File: config.mk
export PLATFORM = sky130hd
export DESIGN_NAME = adc_conversion_scheduler
export DESIGN_NICKNAME = d
export VERILOG_FILES = /design/src/rtl/adc_conversion_scheduler.sv
export SDC_FILE = /design/constraint.sdc
export NUM_CORES = 1
export LEC_CHECK = 0
export BUFFER_PORTS_ARGS = -buffer_cell sky130_fd_sc_hd__buf_2
export CORE_UTILIZATION = 48
export CTS_BUF_LIST = sky130_fd_sc_hd__clkbuf_4 sky130_fd_sc_hd__clkbuf_8 sky130_fd_sc_hd__clkbuf_16
export CTS_CLUSTER_SIZE = 24
export DETAILED_ROUTE_END_ITERATION = 8
export PLACE_DENSITY_LB_ADDON = 0.15
export SYNTH_ARGS = -nofsm -noshare
export SYNTH_HDL_FRONTEND = slang
export SYNTH_SLANG_ARGS = --single-unit
File: constraint.sdc
create_clock -name clk -period 2.5 [get_ports clk]
set_input_delay 0.25 -clock clk [delete_from_list [all_inputs] [get_ports clk]]
set_output_delay 0.25 -clock clk [all_outputs]
set_load 0.01 [all_outputs]
File: src/rtl/adc_conversion_scheduler.sv
// Round-robin scheduler sharing one SAR ADC core among NUM_REQ requesters; each granted
// request is converted and its result (or a timeout error) returned with the requester ID.
`timescale 1ns/1ps
module adc_conversion_scheduler #(
    parameter int NUM_REQ        = 4,
    parameter int START_CYCLES   = 4,
    parameter int TIMEOUT_CYCLES = 4096,
    parameter int SYNC_STAGES    = 2,
    localparam int IDW = (NUM_REQ > 1) ? $clog2(NUM_REQ) : 1
) (
    input  logic                    clk,
    input  logic                    rst_n,
    input  logic [NUM_REQ-1:0]      req_valid,
    output logic [NUM_REQ-1:0]      req_ready,
    input  logic [16*NUM_REQ-1:0]   req_config_1,
    input  logic [16*NUM_REQ-1:0]   req_config_2,
    output logic                    rsp_valid,
    input  logic                    rsp_ready,
    output logic [IDW-1:0]          rsp_id,
    output logic [15:0]             rsp_data,
    output logic                    rsp_err,
    output logic                    adc_start_out,
    output logic [15:0]             adc_config_1_out,
    output logic [15:0]             adc_config_2_out,
    input  logic [15:0]             adc_result_in,
    input  logic                    adc_finished_in,
    output logic                    busy
);

    localparam int AW  = IDW + 1;
    localparam int SCW = (START_CYCLES > 1) ? $clog2(START_CYCLES) : 1;
    localparam int TCW = $clog2(TIMEOUT_CYCLES + 1);
    localparam logic [SCW-1:0] START_LAST = SCW'(START_CYCLES - 1);
    localparam logic [TCW-1:0] TMO_LAST   = TCW'(TIMEOUT_CYCLES - 1);
    localparam logic [IDW-1:0] ID_LAST    = IDW'(NUM_REQ - 1);
    localparam logic [AW-1:0]  NUM_REQ_A  = AW'(NUM_REQ);

    typedef enum logic [2:0] {
        S_IDLE      = 3'd0,
        S_SETUP     = 3'd1,
        S_START     = 3'd2,
        S_WAIT_CLR  = 3'd3,
        S_WAIT_DONE = 3'd4,
        S_RESP      = 3'd5
    } state_t;

    state_t                 state_q, state_d;
    logic [IDW-1:0]         rr_q, rr_d;
    logic [IDW-1:0]         id_q, id_d;
    logic [15:0]            cfg1_q, cfg1_d;
    logic [15:0]            cfg2_q, cfg2_d;
    logic [15:0]            data_q, data_d;
    logic                   err_q, err_d;
    logic [SCW-1:0]         scnt_q, scnt_d;
    logic [TCW-1:0]         tcnt_q, tcnt_d;
    logic                   start_q, busy_q, rsp_valid_q;
    logic [SYNC_STAGES-1:0] sync_q;
    logic                   fin_s;
    logic                   gnt_found_s;
    logic [IDW-1:0]         gnt_idx_s;
    logic [AW-1:0]          arb_sum_s;
    logic [AW-1:0]          arb_idx_s;
    logic [15:0]            cfg1_arr_s [NUM_REQ];
    logic [15:0]            cfg2_arr_s [NUM_REQ];

    for (genvar gi = 0; gi < NUM_REQ; gi++) begin : g_unpack
        assign cfg1_arr_s[gi] = req_config_1[16*gi +: 16];
        assign cfg2_arr_s[gi] = req_config_2[16*gi +: 16];
    end

    assign fin_s = sync_q[SYNC_STAGES-1];

    // Round-robin pick: first valid requester at or after rr_q, wrapping
    always_comb begin
        gnt_found_s = 1'b0;
        gnt_idx_s   = '0;
        arb_sum_s   = '0;
        arb_idx_s   = '0;
        for (int k = 0; k < NUM_REQ; k++) begin
            arb_sum_s = {1'b0, rr_q} + AW'(k);
            arb_idx_s = (arb_sum_s >= NUM_REQ_A) ? (arb_sum_s - NUM_REQ_A) : arb_sum_s;
            if (!gnt_found_s && req_valid[arb_idx_s[IDW-1:0]]) begin
                gnt_found_s = 1'b1;
                gnt_idx_s   = arb_idx_s[IDW-1:0];
            end else begin
                gnt_found_s = gnt_found_s;
            end
        end
    end

    // Grant is a same-cycle acknowledge, only offered while idle
    always_comb begin
        req_ready = '0;
        if ((state_q == S_IDLE) && gnt_found_s) begin
            req_ready[gnt_idx_s] = 1'b1;
        end else begin
            req_ready = '0;
        end
    end

    // Sequencer next-state and datapath updates
    always_comb begin
        state_d = state_q;
        rr_d    = rr_q;
        id_d    = id_q;
        cfg1_d  = cfg1_q;
        cfg2_d  = cfg2_q;
        data_d  = data_q;
        err_d   = err_q;
        scnt_d  = scnt_q;
        tcnt_d  = tcnt_q;
        case (state_q)
            S_IDLE: begin
                if (gnt_found_s) begin
                    state_d = S_SETUP;
                    id_d    = gnt_idx_s;
                    cfg1_d  = cfg1_arr_s[gnt_idx_s];
                    cfg2_d  = cfg2_arr_s[gnt_idx_s];
                    rr_d    = (gnt_idx_s == ID_LAST) ? '0 : (gnt_idx_s + IDW'(1));
                end else begin
                    state_d = S_IDLE;
                end
            end
            S_SETUP: begin
                state_d = S_START;
                scnt_d  = '0;
            end
            S_START: begin
                if (scnt_q == START_LAST) begin
                    state_d = S_WAIT_CLR;
                    tcnt_d  = '0;
                end else begin
                    scnt_d  = scnt_q + SCW'(1);
                end
            end
            // Timeout is checked first so it wins over a same-cycle finish
            S_WAIT_CLR: begin
                if (tcnt_q == TMO_LAST) begin
                    state_d = S_RESP;
                    data_d  = 16'h0000;
                    err_d   = 1'b1;
                end else if (!fin_s) begin
                    state_d = S_WAIT_DONE;
                    tcnt_d  = tcnt_q + TCW'(1);
                end else begin
                    tcnt_d  = tcnt_q + TCW'(1);
                end
            end
            S_WAIT_DONE: begin
                if (tcnt_q == TMO_LAST) begin
                    state_d = S_RESP;
                    data_d  = 16'h0000;
                    err_d   = 1'b1;
                end else if (fin_s) begin
                    state_d = S_RESP;
                    data_d  = adc_result_in;
                    err_d   = 1'b0;
                end else begin
                    tcnt_d  = tcnt_q + TCW'(1);
                end
            end
            S_RESP: begin
                if (rsp_ready) begin
                    state_d = S_IDLE;
                end else begin
                    state_d = S_RESP;
                end
            end
            default: begin
                state_d = S_IDLE;
            end
        endcase
    end

    // State, datapath and registered status outputs
    always_ff @(posedge clk or negedge rst_n) begin
        if (!rst_n) begin
            state_q     <= S_IDLE;
            rr_q        <= '0;
            id_q        <= '0;
            cfg1_q      <= 16'h0000;
            cfg2_q      <= 16'h0000;
            data_q      <= 16'h0000;
            err_q       <= 1'b0;
            scnt_q      <= '0;
            tcnt_q      <= '0;
            start_q     <= 1'b0;
            busy_q      <= 1'b0;
            rsp_valid_q <= 1'b0;
            sync_q      <= '0;
        end else begin
            state_q     <= state_d;
            rr_q        <= rr_d;
            id_q        <= id_d;
            cfg1_q      <= cfg1_d;
            cfg2_q      <= cfg2_d;
            data_q      <= data_d;
            err_q       <= err_d;
            scnt_q      <= scnt_d;
            tcnt_q      <= tcnt_d;
            start_q     <= (state_d == S_START);
            busy_q      <= (state_d != S_IDLE);
            rsp_valid_q <= (state_d == S_RESP);
            sync_q      <= {sync_q[SYNC_STAGES-2:0], adc_finished_in};
        end
    end

    assign adc_start_out    = start_q;
    assign busy             = busy_q;
    assign rsp_valid        = rsp_valid_q;
    assign rsp_id           = id_q;
    assign rsp_data         = data_q;
    assign rsp_err          = err_q;
    assign adc_config_1_out = cfg1_q;
    assign adc_config_2_out = cfg2_q;

endmodule

After elaboration in Yosys (flattened, before gate mapping)
Index checks and enable logic that the tools add are counted.
{"block": "word_totals", "ramBits": 0, "latch_bits": 0, "inputBits": 152, "out_inout_bits": 58, "ff_bits": 76, "romBits": 0, "elab_cells": 122, "n_memories": 0}
{"block": "op_classes", "bitwise_logic": 1, "reduce_logical": 17, "n_div": 0, "multipliers": 0, "shifts": 0, "order_cmp": 11, "mux": 53, "add_sub_neg": 10, "n_eq_ne": 17}
{"operator": "16-bit two-way mux", "count": 7}
{"operator": "16-bit binary-select mux with 2-bit select", "count": 2}
{"operator": "13-bit two-way mux", "count": 4}
{"operator": "13-bit one-hot mux with 3 select lines", "count": 1}
{"operator": "16-bit one-hot mux with 2 select lines", "count": 1}
{"operator": "2-bit two-way mux", "count": 10}
{"operator": "3-bit two-way mux", "count": 6}
{"operator": "3-bit one-hot mux with 6 select lines", "count": 1}
{"operator": "2-bit by 3-bit less-than comparator with 1-bit output (second input constant)", "count": 5}
{"operator": "13-bit by 1-bit adder with 13-bit output (second input constant)", "count": 1}
{"operator": "13-bit by 12-bit == test with 1-bit output (second input constant)", "count": 1}
{"operator": "1-bit two-way mux", "count": 13}
{"operator": "3-bit >= comparator (second input constant)", "count": 4}
{"operator": "2-bit inequality test (second input constant)", "count": 6}
{"operator": "3-bit by 2-bit == test with 1-bit output (second input constant)", "count": 3}
{"operator": "3-bit == test (second input constant)", "count": 3}
{"operator": "1-bit binary-select mux with 2-bit select", "count": 4}
{"operator": "2-bit by 1-bit subtractor with 2-bit output (second input constant)", "count": 4}
{"operator": "2-bit by 2-bit adder with 3-bit output (second input constant)", "count": 2}
{"operator": "3-bit nonzero test", "count": 2}
{"operator": "1-bit logical AND", "count": 5}
{"operator": "5-bit AND reduction", "count": 1}
{"operator": "2-bit by 1-bit adder with 2-bit output (second input constant)", "count": 2}
{"operator": "2-bit == test (second input constant)", "count": 2}
{"operator": "15 further kinds", "count": 19}

Logic depth before layout (Yosys ltp)
{"block": "depth", "ltp_word": 19, "mapped_depth": 8, "depth_no_buf": 6}

Worst setup path after synthesis
Ideal clock, no wire load.
{"block": "synth_path", "path_type": "reg-to-output", "from": "reg rr_q[1]", "to": "out req_ready[0]", "required_ns": 2.250, "n_path_buf": 2, "path_stages_with_launch": 9, "t_arrival_ns": 1.876, "path_slack_ns": 0.374, "path_cell_list": "dfrtp_1 nor2b_1 o21a_1 nor3_2 inv_2 buf_4 buf_4 ha_1 and2_1"}
{"block": "synth_via", "elab_chain_cells": 19, "elab_cells_between_ends": 44, "cone_classes": "7 x add/sub; 6 x order compare; 23 x mux; 8 x reduce/logical"}
{"item": "start: declaration", "line": "48", "rtl": "logic [IDW-1:0] rr_q, rr_d;"}
{"item": "start signal: assignment", "line": "193", "rtl": "rr_q <= rr_d;"}
{"item": "branches (longest 13 deep; another with 2-bit by 1-bit adder with 3-bit output)"}
{"item": "2-bit two-way mux (*)", "line": "82", "rtl": "if (!gnt_found_s && req_valid[arb_idx_s[IDW-1:0]]) begin"}
{"item": "named net gnt_idx_s[0]", "line": "60", "rtl": "logic [IDW-1:0] gnt_idx_s;"}
{"item": "2-bit by 3-bit less-than comparator with 1-bit output (not written as such) / 2-bit by 1-bit >= comparator with 1-bit output (equally long branches)", "line": "95", "rtl": "req_ready[gnt_idx_s] = 1'b1;"}
{"item": "1-bit logical AND (not written as such)", "line": "95"}
{"item": "1-bit two-way mux (not written as such)", "line": "95"}
{"item": "1-bit demux with 2-bit select (*)", "line": "95"}
{"item": "4-bit two-way mux (*)", "line": "94", "rtl": "if ((state_q == S_IDLE) && gnt_found_s) begin"}
{"item": "end: declaration", "line": "14", "rtl": "output logic [NUM_REQ-1:0] req_ready,"}
Mark *: on every way through the listed nets, which the timed path passes. The select of a mux whose other input is x is not followed.

Worst setup path after layout
{"block": "layout_path", "from": "reg rr_q[1]", "to": "out req_ready[2]"}
The elaborated chain is that of the path after synthesis.

==> metrics.md <==
| Metric | Value |
|---|---|
| Number of search-and-repair iterations in the first detailed-routing pass | 5 |
| Largest net degree at the start of global routing | 77 |
| Wire length of the first global-routing pass | 22200 um |
| Drt initial violations | 223 |
| Average cell area after synthesis | 9.22 um^2 |
| Clk root buf | sky130_fd_sc_hd__clkbuf_8 |
| Ys Warns | 0 |
| Register bit count reported by yosys | 76 |
| Number of cell instances on the worst register-to-register path | 5 |
| Maximum vdd drop | 0.507 mV |
| Maximum fanout count along the critical path | 13 |
| Proportion of layout cells with a drive suffix above 1 | 0.382 |
| Number of top-level design ports | 210 |
| GR Overflow Total | 0 |
| Diode insertion count for antenna repair | 0 |
| Fraction of power spent switching nets | 0.419 |
| Vias per Instance | about 5.8 |
| Clock-pin slew on the worst setup and hold paths | ~0.090 ns |
| Number of nets still failing antenna checks after routing | 0 |
| Netlist cell types | 57 |
| Worst R2R Setup Slack | 0.24 ns |
| Count of placed standard cells in the final layout, fillers left out | 825 |
| Total number of nets in the final design | 849 |
| Reg-to-reg endpoint | tcnt_q[11]$_DFFE_PN0P_ |
| Highest Clock Rate | 430 MHz |
| DRC violation count after routing | 0 |
| Area of the core | 9240 um^2 |
| Flop pwr share | 0.322 |
| Share of the core filled with cells | 0.653 |
| Number of sinks on the clock net | 76 |
| Critical Path, Cell by Cell | nor2b_1 -> o21a_1 -> nor3_4 -> inv_4 -> ha_1 -> and2_1 -> buf_2 |
| Number of enable flip-flop cells after synthesis | 0 |
| Number of failing hold endpoints at the final stage | 0 |
| Starting density of the core | 0.496 |
| Die Outline Area | ~9900 um^2 |
| Vert. Die Dim | 99.7 um |
| TritonCTS clock tree | built |
| Total power draw | 0.00634 W |
| Cell with the biggest individual delay on the critical path | sky130_fd_sc_hd__dfrtp_1 |
| Required arrival time at the worst endpoint | 2.25 ns |
| Classification of the worst-slack hold path | in2async |
| RSZ-0062 raised after global routing | false |
| Tcrit/Tclk final | 0.929 |
| CP arrival | 2.07 ns |
| Cell Pwr Density | 1050 nW/um^2 |
| Via count of the first global-routing pass | 4672 |
| Run status | finished clean |
| Vias | 4820 |
| Antenna violations before repair | 0 |
| Worst-margin pin slew | 0.963 ns |
| Number of placement rows | 35 |
| Mapped Area | about 4600 um^2 |
| Critical Path Max Stage Delay | 0.45 ns |
| Clock Tree Buf Depth | 2 |
| Count of input and output buffers | 209 |
| Internal Dissipation | 0.00368 W |
| Syn Nets | 655 |
| Proportion of synthesized flip-flops having asynchronous set or reset | 1.00 |
| CTS Buf Count | 9 |
| Seq/Total Area, Yosys | 0.415 |
| Max Clock Skew | 0.0114 ns |
| Worst-Skew Late Latency | 0.35 ns |
| Routability-driven placement congestion ratio | ~0.89 |
| CTS H-tree depth | 3 |
| Final-layout worst hold slack | 0.0182 ns |
| Area growth from synthesis to final layout | 31.7% |
| Max-slew violation count | 0 |
| Total length of routed wires | 13700 um |
| Average wire length per cell after detail routing | 16.7 um |
| Final setup violation count | 0 |
| Leakage power of the design | 2.98 nW |
| DPL Wire Length | about 9700 um |
| Share of power burned in combinational logic | 0.496 |
| DIE WIDTH | 99.7 um |
| Prevailing post-synth register cell | sky130_fd_sc_hd__dfrtp_1 |
| Max-cap check violation count | 0 |
| Critical register-to-register path startpoint | state_q[1]$_DFF_PN0_ |
| Clk network pwr share | 0.182 |
| Power spent charging and discharging nets | 0.00266 W |
| Global-route usage over all layers | 0.281 |
| Total stage count of the critical path | 7 |
| Rel. slew slack | 0.358 |
| Capturing element type of the critical path | output port |
| Post-Syn Instances | 497 |
| Critical path class | reg2out |
| Kind of start point of the critical path | flip-flop |
| Number of buffers and inverters on the critical path | 2 |
| Sum Neg Setup Slack | 0 ns |
| Instance count after placement with tap cells included | 808 |
| Cell family contributing the most delay on the critical path | simple AND/OR/NAND/NOR gates |
| Final Critical Period | 2.32 ns |
==> registers in the layout, summed over array words and instances, names as in the netlist <==
register / cells
rsp_data: 16
sync_q: 2
scnt_q: 2
state_q: 3
rsp_id: 2
adc_config_1_out: 16
adc_start_out: 1
rsp_valid: 1
tcnt_q: 13
rr_q: 2
busy: 1
adc_config_2_out: 16
rsp_err: 1
==> routing by layer <==
metal  wire length, um  up-vias  global-route usage
met5                 0        -                   0
met4               360        0               0.114
met3              1020       27              0.0534
met2              6550      242               0.473
met1              5820     2268               0.355
li1                  -     2283                   -
==> power groups by stage <==
stage          Clock (W)  Combinational (W)  Sequential, W
6_report         0.00116            0.00315        0.00204
5_1_grt          0.00123            0.00348        0.00210
4_1_cts          0.00117            0.00314        0.00203
3_5_place_dp           0            0.00314        0.00205
3_3_place_gp           0            0.00306        0.00204
2_1_floorplan          0            0.00185        0.00220
==> cells in the mapped netlist, types with 3 or more instances <==
library cell	number	area share
sky130_fd_sc_hd__nor3b_1	3	0.0049
sky130_fd_sc_hd__inv_1	20	0.016
sky130_fd_sc_hd__a221o_1	9	0.020
sky130_fd_sc_hd__dfrtp_1	76	0.41
sky130_fd_sc_hd__nor2_1	21	0.017
sky130_fd_sc_hd__buf_2	4	0.0044
sky130_fd_sc_hd__ha_1	6	0.016
sky130_fd_sc_hd__a211o_1	23	0.044
sky130_fd_sc_hd__a21oi_1	14	0.015
sky130_fd_sc_hd__o21ai_1	3	0.0033
sky130_fd_sc_hd__mux2_2	9	0.022
sky130_fd_sc_hd__o211ai_1	29	0.047
sky130_fd_sc_hd__mux2i_1	25	0.055
sky130_fd_sc_hd__o31ai_1	33	0.054
sky130_fd_sc_hd__or4_1	4	0.0066
sky130_fd_sc_hd__nand2b_1	6	0.0082
sky130_fd_sc_hd__o21ai_0	24	0.026
sky130_fd_sc_hd__nand4_1	34	0.046
sky130_fd_sc_hd__clkbuf_1	36	0.029
sky130_fd_sc_hd__and2_1	6	0.0082
sky130_fd_sc_hd__buf_4	3	0.0049
sky130_fd_sc_hd__nand3_1	23	0.025
sky130_fd_sc_hd__nand2_1	46	0.038
==> repair_timing <==
action,4_1_cts,5_1_grt
setup endpoints to repair,0,18
buffers inserted,0,0
hold buffers,1,0
gates resized for setup,0,5
endpoints found under the hold margin,1,0
==> cell usage in the layout (no fill, tap or decap), drive strengths merged, types with 3 or more instances in the layout <==
| cell type | synthesis | routed |
|---|---|---|
| nor2 | 21 | 21 |
| inv | 21 | 23 |
| nand2b | 6 | 6 |
| clkbuf | 36 | 9 |
| mux2 | 9 | 9 |
| o31ai | 33 | 33 |
| or4 | 4 | 4 |
| buf | 8 | 226 |
| a21oi | 14 | 14 |
| a211o | 23 | 23 |
| dfrtp | 76 | 76 |
| o211ai | 29 | 29 |
| o21ai | 27 | 27 |
| mux2i | 25 | 25 |
| nand3 | 23 | 23 |
| and2 | 6 | 6 |
| bufinv | 0 | 3 |
| ha | 6 | 6 |
| nand4 | 34 | 34 |
| a221o | 9 | 9 |
| nand2 | 46 | 46 |
| nor3b | 3 | 3 |
==> cell type report <==
| type | instances | area, um^2 |
|---|---|---|
| timing repair buffer | 227 | 1190 |
| sequential | 76 | 1900 |
| clock buffer | 9 | 124 |
| clock inverter | 7 | 124 |
| tap | 129 | 161 |
| fill | 838 | 3200 |
| inverter | 22 | 85.1 |
| multi-input combinational | 355 | 2460 |
==> cells by family (layout without fill, tap and decap cells) <==
| kind of cell | after synthesis | after routing | share of synthesized area |
|---|---|---|---|
| AO/OA/AOI/OAI | 152 | 152 | 0.246 |
| XOR/XNOR | 3 | 3 | 0.00573 |
| adder cells (fa/ha/maj) | 6 | 6 | 0.0164 |
| buffers and inverters | 66 | 265 | 0.0576 |
| flip-flops | 76 | 76 | 0.415 |
| multiplexers | 34 | 34 | 0.0767 |
| AND/OR/NAND/NOR | 160 | 160 | 0.183 |
==> how the worst max path moves through the flow <==
stage | from | to | slack [ns]
3_3_place_gp | state_q[1]$_DFF_PN0_ | rsp_data[9]$_DFFE_PN0P_ | 0.31
6_report | rr_q[1]$_DFFE_PN0P_ | req_ready[2] | 0.18
2_1_floorplan | rr_q[1]$_DFFE_PN0P_ | req_ready[0] | 0.37
4_1_cts | rr_q[1]$_DFFE_PN0P_ | req_ready[2] | 0.003
5_1_grt | rr_q[1]$_DFFE_PN0P_ | req_ready[0] | 0.02
3_5_place_dp | state_q[1]$_DFF_PN0_ | rsp_data[13]$_DFFE_PN0P_ | 0.17
==> metrics by stage <==
step / setup WS, ns / instance area (um^2)
CTS: 0.00324 / 6030
global placement: 0.314 / 5770
finish: 0.176 / 6040
detailed placement: 0.168 / 5770
floorplan: 0.374 / 4580
global route: 0.0173 / 6040
(Power assumes the default switching activity.)
